**config.mk**
```make
export PLATFORM = sky130hd
export DESIGN_NAME = fetch_frontend
export DESIGN_NICKNAME = d
export VERILOG_FILES = /design/src/rtl/fe_pkg.sv /design/src/rtl/fe_fifo.sv /design/src/rtl/fetch_frontend.sv
export SDC_FILE = /design/constraint.sdc
export NUM_CORES = 1
export LEC_CHECK = 0
export ABC_CLOCK_PERIOD_IN_PS = 13590
export CAP_MARGIN = 40
export CORE_MARGIN = 2
export CORE_UTILIZATION = 52
export CTS_CLUSTER_DIAMETER = 50
export DETAILED_ROUTE_END_ITERATION = 10
export GPL_TIMING_DRIVEN = 0
export PLACE_DENSITY_LB_ADDON = 0.1
export SLEW_MARGIN = 30
export SYNTH_ARGS = -nofsm -noshare
export SYNTH_HDL_FRONTEND = slang
export SYNTH_SLANG_ARGS = --single-unit
export TNS_END_PERCENT = 5
```
**constraint.sdc**
```tcl
create_clock -name clk -period 13.59 [get_ports clk]
set_input_delay 2.718 -clock clk [delete_from_list [all_inputs] [get_ports clk]]
set_output_delay 2.718 -clock clk [all_outputs]
set_load 0.03 [all_outputs]
```
**src/rtl/fe_pkg.sv**
```systemverilog
// Shared types for the fetch front end.
//   fe_state_t    : I-mem request FSM states
//   fetch_entry_t : fetch queue entry at the default 32-bit width (default
//                   payload type of fe_fifo; the top builds its own entry
//                   struct at its WIDTH with the same field layout)
//   sat_inc       : saturating 32-bit increment used by the statistics counters
package fe_pkg;

    localparam int FE_DEFAULT_WIDTH = 32;

    typedef enum logic [1:0] {
        IDLE  = 2'd0,
        WAIT  = 2'd1,
        DRAIN = 2'd2
    } fe_state_t;

    typedef struct packed {
        logic [FE_DEFAULT_WIDTH-1:0] instr;
        logic [FE_DEFAULT_WIDTH-1:0] pc;
        logic                        pred_taken;
    } fetch_entry_t;

    function automatic logic [31:0] sat_inc(input logic [31:0] v, input logic en);
        return (en && (v != 32'hFFFF_FFFF)) ? v + 32'd1 : v;
    endfunction

endpackage

```
**src/rtl/fe_fifo.sv**
```systemverilog
// Circular-buffer FIFO with synchronous clear.
//   clk, rst   : clock, synchronous active-high reset
//   enq        : push enq_data (ignored when full)
//   deq        : pop head (ignored when empty)
//   clear      : empty the queue this edge; wins over enq/deq
//   head       : entry at the read pointer
//   empty/full : occupancy flags
//   count      : occupancy, 0..DEPTH
// DEPTH must be a power of two so the pointers wrap naturally.
module fe_fifo
    import fe_pkg::*;
#(
    parameter type T     = fetch_entry_t,
    parameter int  DEPTH = 8
) (
    input  logic                     clk,
    input  logic                     rst,
    input  logic                     enq,
    input  T                         enq_data,
    input  logic                     deq,
    input  logic                     clear,
    output T                         head,
    output logic                     empty,
    output logic                     full,
    output logic [$clog2(DEPTH):0]   count
);
    localparam int          AW       = $clog2(DEPTH);
    localparam logic [AW:0] FULL_CNT = (AW+1)'(DEPTH);

    T              mem [DEPTH];
    logic [AW-1:0] wr_ptr;
    logic [AW-1:0] rd_ptr;
    logic          do_enq;
    logic          do_deq;

    assign empty  = (count == '0);
    assign full   = (count == FULL_CNT);
    assign do_deq = deq && !empty;
    assign do_enq = enq && !full;
    assign head   = mem[rd_ptr];

    always_ff @(posedge clk) begin
        if (rst || clear) begin
            wr_ptr <= '0;
            rd_ptr <= '0;
            count  <= '0;
        end else begin
            if (do_enq) wr_ptr <= wr_ptr + AW'(1);
            if (do_deq) rd_ptr <= rd_ptr + AW'(1);
            case ({do_enq, do_deq})
                2'b10:   count <= count + (AW+1)'(1);
                2'b01:   count <= count - (AW+1)'(1);
                default: count <= count;
            endcase
        end
    end

    // Storage has no reset; contents are only observable behind count.
    always_ff @(posedge clk) begin
        if (do_enq && !clear && !rst) mem[wr_ptr] <= enq_data;
    end

endmodule

```
**src/rtl/fetch_frontend.sv**
```systemverilog
// Fetch front end: PC generation, single-outstanding I-mem request FSM and
// an IQ_DEPTH-entry fetch queue feeding decode.
//   clk, rst            : clock, synchronous active-high reset
//   i_mem_*             : instruction memory port (read held until resp)
//   pred_taken/target   : branch prediction for the word returned this cycle
//   flush_valid/pc      : redirect from the ROB; clears the queue
//   iq_*                : fetch queue head, pop, and status
// Optional build macro FETCH_STATS_EN adds stat_fetched, stat_flushes and
// stat_dropped (32-bit saturating counters).
module fetch_frontend
    import fe_pkg::*;
#(
    parameter int               WIDTH    = 32,
    parameter int               IQ_DEPTH = 8,
    parameter logic [WIDTH-1:0] RESET_PC = WIDTH'('h60)
) (
    input  logic                        clk,
    input  logic                        rst,
    input  logic                        i_mem_resp,
    input  logic [WIDTH-1:0]            i_mem_rdata,
    output logic                        i_mem_read,
    output logic [WIDTH-1:0]            i_mem_address,
    output logic [WIDTH/8-1:0]          i_mem_byte_enable,
    input  logic                        pred_taken,
    input  logic [WIDTH-1:0]            pred_target,
    input  logic                        flush_valid,
    input  logic [WIDTH-1:0]            flush_pc,
    input  logic                        iq_deq,
    output logic                        iq_valid,
    output logic [WIDTH-1:0]            iq_instr,
    output logic [WIDTH-1:0]            iq_pc,
    output logic                        iq_pred_taken,
    output logic                        iq_full,
    output logic [$clog2(IQ_DEPTH):0]   iq_count
`ifdef FETCH_STATS_EN
   ,output logic [31:0]                 stat_fetched,
    output logic [31:0]                 stat_flushes,
    output logic [31:0]                 stat_dropped
`endif
);
    localparam int CW = $clog2(IQ_DEPTH) + 1;

    typedef struct packed {
        logic [WIDTH-1:0] instr;
        logic [WIDTH-1:0] pc;
        logic             pred_taken;
    } entry_t;

    fe_state_t        state;
    logic [WIDTH-1:0] fetch_pc;
    logic [WIDTH-1:0] saved_pc;
    logic [WIDTH-1:0] next_pc;
    logic             reserved;
    logic             can_issue;
    logic             enq;
    logic             dropped;
    logic             iq_empty;
    entry_t           enq_entry;
    entry_t           head;

    assign i_mem_byte_enable = '1;

    // An outstanding request owns a queue slot until its response returns,
    // so the queue can never overflow on enqueue.
    assign reserved  = (state != IDLE);
    assign can_issue = (iq_count + CW'(reserved)) < CW'(IQ_DEPTH);

    assign next_pc   = pred_taken ? pred_target : fetch_pc + WIDTH'(4);
    assign enq       = (state == WAIT) && i_mem_resp && !flush_valid;
    assign dropped   = i_mem_resp && ((state == DRAIN) || ((state == WAIT) && flush_valid));
    assign enq_entry = '{instr: i_mem_rdata, pc: fetch_pc, pred_taken: pred_taken};

    always_ff @(posedge clk) begin
        if (rst) begin
            state         <= IDLE;
            fetch_pc      <= RESET_PC;
            saved_pc      <= '0;
            i_mem_read    <= 1'b0;
            i_mem_address <= '0;
        end else begin
            unique case (state)
                IDLE: begin
                    // A response arriving here is a leftover from before a
                    // reset and is deliberately ignored.
                    if (flush_valid) begin
                        fetch_pc <= flush_pc;
                    end else if (can_issue) begin
                        i_mem_read    <= 1'b1;
                        i_mem_address <= fetch_pc;
                        state         <= WAIT;
                    end
                end
                WAIT: begin
                    if (i_mem_resp) begin
                        i_mem_read <= 1'b0;
                        state      <= IDLE;
                        fetch_pc   <= flush_valid ? flush_pc : next_pc;
                    end else if (flush_valid) begin
                        // Request cannot be withdrawn: wait out its response.
                        saved_pc <= flush_pc;
                        state    <= DRAIN;
                    end
                end
                DRAIN: begin
                    if (i_mem_resp) begin
                        i_mem_read <= 1'b0;
                        state      <= IDLE;
                        fetch_pc   <= flush_valid ? flush_pc : saved_pc;
                    end else if (flush_valid) begin
                        saved_pc <= flush_pc;
                    end
                end
                default: begin
                    state      <= IDLE;
                    i_mem_read <= 1'b0;
                end
            endcase
        end
    end

    fe_fifo #(
        .T     (entry_t),
        .DEPTH (IQ_DEPTH)
    ) u_iq (
        .clk      (clk),
        .rst      (rst),
        .enq      (enq),
        .enq_data (enq_entry),
        .deq      (iq_deq),
        .clear    (flush_valid),
        .head     (head),
        .empty    (iq_empty),
        .full     (iq_full),
        .count    (iq_count)
    );

    assign iq_valid      = !iq_empty;
    assign iq_instr      = head.instr;
    assign iq_pc         = head.pc;
    assign iq_pred_taken = head.pred_taken;

`ifdef FETCH_STATS_EN
    always_ff @(posedge clk) begin
        if (rst) begin
            stat_fetched <= '0;
            stat_flushes <= '0;
            stat_dropped <= '0;
        end else begin
            stat_fetched <= sat_inc(stat_fetched, enq);
            stat_flushes <= sat_inc(stat_flushes, flush_valid);
            stat_dropped <= sat_inc(stat_dropped, dropped);
        end
    end
`else
    logic unused_stats;
    assign unused_stats = dropped;
`endif

endmodule
```
# --- Yosys cells after proc, flatten, opt, wreduce, memory -nomap -nowiden ---
# Memory sizes are Yosys's and may differ from the RTL's. A register that Yosys moved wholly into a read port is not among the register bits.
# Index checks and enable logic that the tools add are counted.
# W data, S select, Z words.
word_totals:
  register_bits: 109
  latch_bits: 0
  mem_bits_rw: 520
  romBits: 0
  input_bits: 102
  out_inout_bits: 108
  elab_cells: 74
  n_memories: 1
op_classes:
  add_sub_neg: 6
  n_mul: 0
  n_div: 0
  n_lt_le_gt_ge: 1
  eq_ne: 12
  n_shift: 0
  mux: 22
  bitwise_logic: 2
  reduce_logical: 22
memory_table:
  columns: ["name", "words", "width", "read_ports", "rd_clocked_by_memory_dff", "wr", "line", "text"]
  rows:
  - ["u_iq.mem", 8, 65, 1, 1, 1, "fe_fifo.sv:30", "T mem [DEPTH];"]
ops:
  columns: ["op", "count"]
  rows:
  - ["$mux W32", 6]
  - ["$pmux W32 S3", 1]
  - ["$add A32 B3 Y32 const B", 1]
  - ["$mux W2", 5]
  - ["$ne A2 B2 Y1 const B", 5]
  - ["$pmux W4 S2", 1]
  - ["$reduce_and A4 Y1", 2]
  - ["$add A3 B1 Y3 const B", 2]
  - ["$logic_and A1 B1 Y1", 6]
  - ["$mux W3", 2]
  - ["$pmux W2 S3", 1]
  - ["$reduce_and A3 Y1", 2]
  - ["$mux W1", 5]
  - ["$add A4 B1 Y4", 1]
  - ["$add A4 B1 Y4 const B", 1]
  - ["$eq A2 B1 Y1 const B", 2]
  - ["$eq A2 B2 Y1 const B", 2]
  - ["$eq A4 B4 Y1 const B", 1]
  - ["$logic_not A1 Y1", 4]
  - ["$logic_not A4 Y1", 1]
  - ["$lt A4 B4 Y1 const B", 1]
  - ["$reduce_bool A2 Y1", 2]
  - ["$sub A4 B1 Y4 const B", 1]
  - ["$ne A3 B3 Y1 const B", 1]
  - ["other kinds (8)", 9]

# --- Longest topological paths before layout ---
logic_depth:
  depth_word: 8
  ltp_mapped: 13

# --- Cells and area by module ---
# A second synthesis with hierarchy kept.
unflattened:
  hier_cells: 1562
  hier_area_um2: 25610.8
by_module_without_submodules:
  columns: ["mod", "instances", "cells_per_inst", "area_per_inst_um2", "seq_area_each_um2"]
  rows:
  - ["fe_fifo", 1, 828, 20149.3, 15875.2]
  - ["fetch_frontend", 1, 734, 5461.5, 1981.9]

# --- Worst setup path before layout ---
# No wires, ideal clock.
synth_timing:
  kind: "input -> register"
  startpoint: "input flush_valid"
  endpoint: "memory u_iq.mem[0][0] (netlist bit) (enable)"
  setup_time_ns: 0.568
  arrival_ns: 8.032
  required_ns: 13.022
  slack_ns: 4.990
  cell_stages: 5
  n_path_buf: 1
  path_cell_list: "nor2b_1 clkbuf_1 nand3_1 or3_1 nor3_1"
synth_between:
  elab_chain_len: 7
synth_lines:
  columns: ["item", "line", "text"]
  rows:
  - ["start: declaration", "fetch_frontend.sv:26", "input logic flush_valid,"]
  - ["$logic_not A1 Y1 *", "fe_fifo.sv:60, fetch_frontend.sv:69", null]
  - ["$logic_and A1 B1 Y1", "fetch_frontend.sv:69", "assign enq = (state == WAIT) && i_mem_resp && !flush_valid;"]
  - ["$logic_and A1 B1 Y1", "fe_fifo.sv:39", "assign do_enq = enq && !full;"]
  - ["$logic_and A1 B1 Y1 * (2 in series)", "fe_fifo.sv:60", "if (do_enq && !clear && !rst) mem[wr_ptr] <= enq_data;"]
  - ["$mux W1 *", "fe_fifo.sv:60", null]
  - ["$mux W1 (not written as such) *", "fe_fifo.sv:60", null]
  - ["end: declaration", "fe_fifo.sv:30", null]
# Mark *: on every way between the ends. The rest lies on a longest branch, timed or not.

==> summary.md <==
| Metric | Value |
|---|---|
| Run status | finished, final reports clean |
| Placed cell area | 29200 um^2 |
| Synth Register Bits | 632 |
| Gr usage total | 24.8% |
| Max Fclk | 0.152 GHz |
| Crit path kind | flip-flop to output port |
| Clk_lat worst skew | 0.58 ns |
| Final setup fails | 0 |
| Wire per inst | 24.7 um |
| Die W | 225 um |
| Antenna fix cells | 0 |
| Max-cap check violation count | 0 |
| Vias in the first global route | 15061 |
| Setup Skew | 0.0150 ns |
| Initial antenna violation count | 0 |
| Syn Inst Count | 1532 |
| Layout cells sized above 1 | 20.4% |
| Crit-path most repeated cell | clkbuf_1 |
| Leak | 10.0 nW |
| Count leader, synth | edfxtp_1 |
| 1st-iter DRT viols | 1279 |
| Arrival time worst endpoint | 3.88 ns |
| Setup crit end kind | output port |
| EDFF count, synth | 520 |
| Core area | 47900 um^2 |
| Min Tclk post-route | 6.60 ns |
| Top FF cell, synth | edfxtp_1 |
| Port bufs | 204 |
| Final period util | 48.6% |
| Postcts setup bufs | 0 |
| Via count | 15150 |
| Post-layout util | 65.3% |
| Met2 Use GR | 41.0% |
| Fin. max-slew vios | 0 |
| Async SR Flop Fraction | 0% |
| Yosys top cell area share | 61.5% |
| Synth area leader | edfxtp_1 |
| Startpoint Class | flip-flop |
| Synth unique cells | 64 |
| Final TNS setup | 0 ns |
| Crit path max fanout | 10 |
| Hold Path Class | flip-flop to flip-flop |
| Hold buffers post-CTS | 0 |
| Synth area leaders | edfxtp_1, mux4_2, dfxtp_1 |
| Seq/Total Area, Yosys | 70.3% |
| GR met1 Demand/Resource | 33.7% |
| Die area | 50600 um^2 |
| Least-Margin Pin Slew | 0.882 ns |
| Syn. warnings | 0 |
| Slowest stage delay, CP | 0.63 ns |
| Gpl congestion | 0.929 |
| Total Nets Final | 1974 |
| Die Ht | 225 um |
| Ports | 210 |
| Final hold violation count | 0 |
| CTS Sinks | 632 |
| Worst path slowest cell | clkdlybuf4s50_1 |
| Max VDD drop | 0.0812 mV |
| Power Density | 142 nW/um^2 |
| M3 GR Usage | 4.12% |
| CTS H-tree lvls | 3 |
| RSZ-0062 raised after global routing | false |
| Post-DP HPWL | 42800 um |
| GRT busiest layer | met2 |
| Total grt overflow | 0 |
| Filler instances | 3346 |
| Routed Antenna Nets | 0 |
| CTS resizes | 0 |
| Largest net degree at the start of global routing | 19 |
| Post-Syn Area | 25400 um^2 |
| Avg Inst Size Synth | 16.6 um^2 |
| CTS buffer count | 66 |
| Rows | 80 |
| Drt pass-1 iters | 9 |
| Remaining DRCs | 0 |
| Worst hold margin | 0.455 ns |
| CTS tree | yes |
| CP cell instances | clkbuf_1, clkbuf_1, buf_1, buf_6, mux4_2, mux2_2, clkdlybuf4s50_1 |
| Worst-path clk slew | 0.06 ns |
| Routed WL | 62500 um |
| Deepest clock path buffer count | 3 |
| Layout area overhead | 23.4% |
| Design Area, Final | 31300 um^2 |
| Synth top cells by count | edfxtp_1, nand2_1, mux4_2 |
| Vias per std cell | 5.99 |
| Max_slew headroom | 41.2% |
| Critical Path RT | 10.87 ns |
| First-pass GRT wire length | 92100 um |
| CTS Root Cell | clkbuf_16 |
| Starting Density | 53.0% |
-- placed cells by master, fill, tap and decap left out, types with 8 or more instances in the layout --
| cell type | netlist | routed |
|---|---|---|
| nand3_1 | 20 | 20 |
| nand2_1 | 170 | 170 |
| nor4_1 | 8 | 8 |
| a21oi_1 | 81 | 81 |
| nand4_1 | 10 | 10 |
| buf_4 | 4 | 25 |
| a221oi_1 | 13 | 13 |
| a22o_1 | 11 | 11 |
| mux4_2 | 130 | 130 |
| buf_16 | 0 | 22 |
| clkbuf_16 | 0 | 72 |
| ha_1 | 10 | 10 |
| nand2b_1 | 10 | 10 |
| buf_2 | 12 | 13 |
| clkinv_1 | 1 | 9 |
| clkinv_2 | 0 | 12 |
| dfxtp_1 | 112 | 112 |
| o221ai_1 | 11 | 11 |
| o21ai_0 | 30 | 30 |
| clkbuf_1 | 73 | 87 |
| o22ai_1 | 10 | 10 |
| inv_1 | 17 | 17 |
| edfxtp_1 | 520 | 520 |
| nor3_1 | 17 | 15 |
| mux2_2 | 71 | 71 |
| clkdlybuf4s50_1 | 0 | 204 |
| a221o_1 | 11 | 11 |
| nor2_1 | 51 | 45 |
| and3_1 | 12 | 12 |
| xor2_1 | 12 | 12 |
-- power by group --
part | internal (mW) | switching [mW] | total, mW
logic | 0.149 | 0.232 | 0.380
registers | 2.18 | 0.0994 | 2.28
clock network | 1.07 | 0.721 | 1.79
total | 3.40 | 1.05 | 4.45
-- per-stage QoR --
step	total power [mW]	setup WS [ns]	std cells
finish	4.45	6.99	2528
global route	4.59	6.74	2528
CTS	4.47	6.87	2526
detailed placement	2.69	7.11	2406
global placement	2.68	-0.563	2354
floorplan	2.50	4.99	1535
-- registers in the layout, summed over array words and instances, names as in the netlist, named ones only --
register       cells
u_iq.rd_ptr        3
state              2
u_iq.count         4
i_mem_read         1
i_mem_address     32
u_iq.mem         520
fetch_pc          32
saved_pc          32
u_iq.wr_ptr        3
-- logic make-up (layout without fill, tap and decap cells) --
family / Yosys count / in the layout / share of synthesized area [%]
AO/OA/AOI/OAI: 231 / 231 / 6.19
adder cells (fa/ha/maj): 11 / 11 / 0.572
XOR/XNOR: 16 / 16 / 0.552
multiplexers: 206 / 206 / 14.9
flip-flops: 632 / 632 / 70.3
AND/OR/NAND/NOR: 321 / 321 / 5.68
other: 1 / 4 / 0.0148
buffers and inverters: 114 / 492 / 1.80
-- area by class of cell --
type / instances / area [um^2] / share of cell area, %
plain buffers: 96 / 393 / 1.25
clock buffers: 88 / 1870 / 5.98
clock inverters: 32 / 294 / 0.939
inverters: 18 / 67.6 / 0.216
multi-input cells: 789 / 7150 / 22.8
flip-flops and latches: 632 / 17900 / 57.0
well taps: 615 / 769 / 2.46
repair buffers: 258 / 2930 / 9.34
-- final timing paths --
| kind | startpoint | to | slack, ns | cells after the start |
|---|---|---|---|---|
| worst max-delay path | flip-flop | iq_pc[22] | 6.99 | 7 |
| worst min-delay path | saved_pc[10]$_SDFFE_PP0P_ | saved_pc[10]$_SDFFE_PP0P_ | 0.45 | 2 |
| worst max register to register | state[1]$_SDFFE_PP0P_ | u_iq.mem[0][25]$_DFFE_PP_ | 9.45 | 14 |
| worst min register to register | saved_pc[10]$_SDFFE_PP0P_ | saved_pc[10]$_SDFFE_PP0P_ | 0.45 | 2 |
-- metal layers --
layer / routed length [um] / share of wire [%]
met3: 3880 / 6.2
met1: 26200 / 42
met4: 1640 / 2.6
met2: 30800 / 49
met5: 0 / 0
-- worst max-delay path: cells and delay by family (launching register included) --
family / cells / cell delay (ns)
buffers and inverters: 5 / 2.17
flip-flops: 1 / 0.32
multiplexers: 2 / 0.80
(Power assumes the default switching activity.)
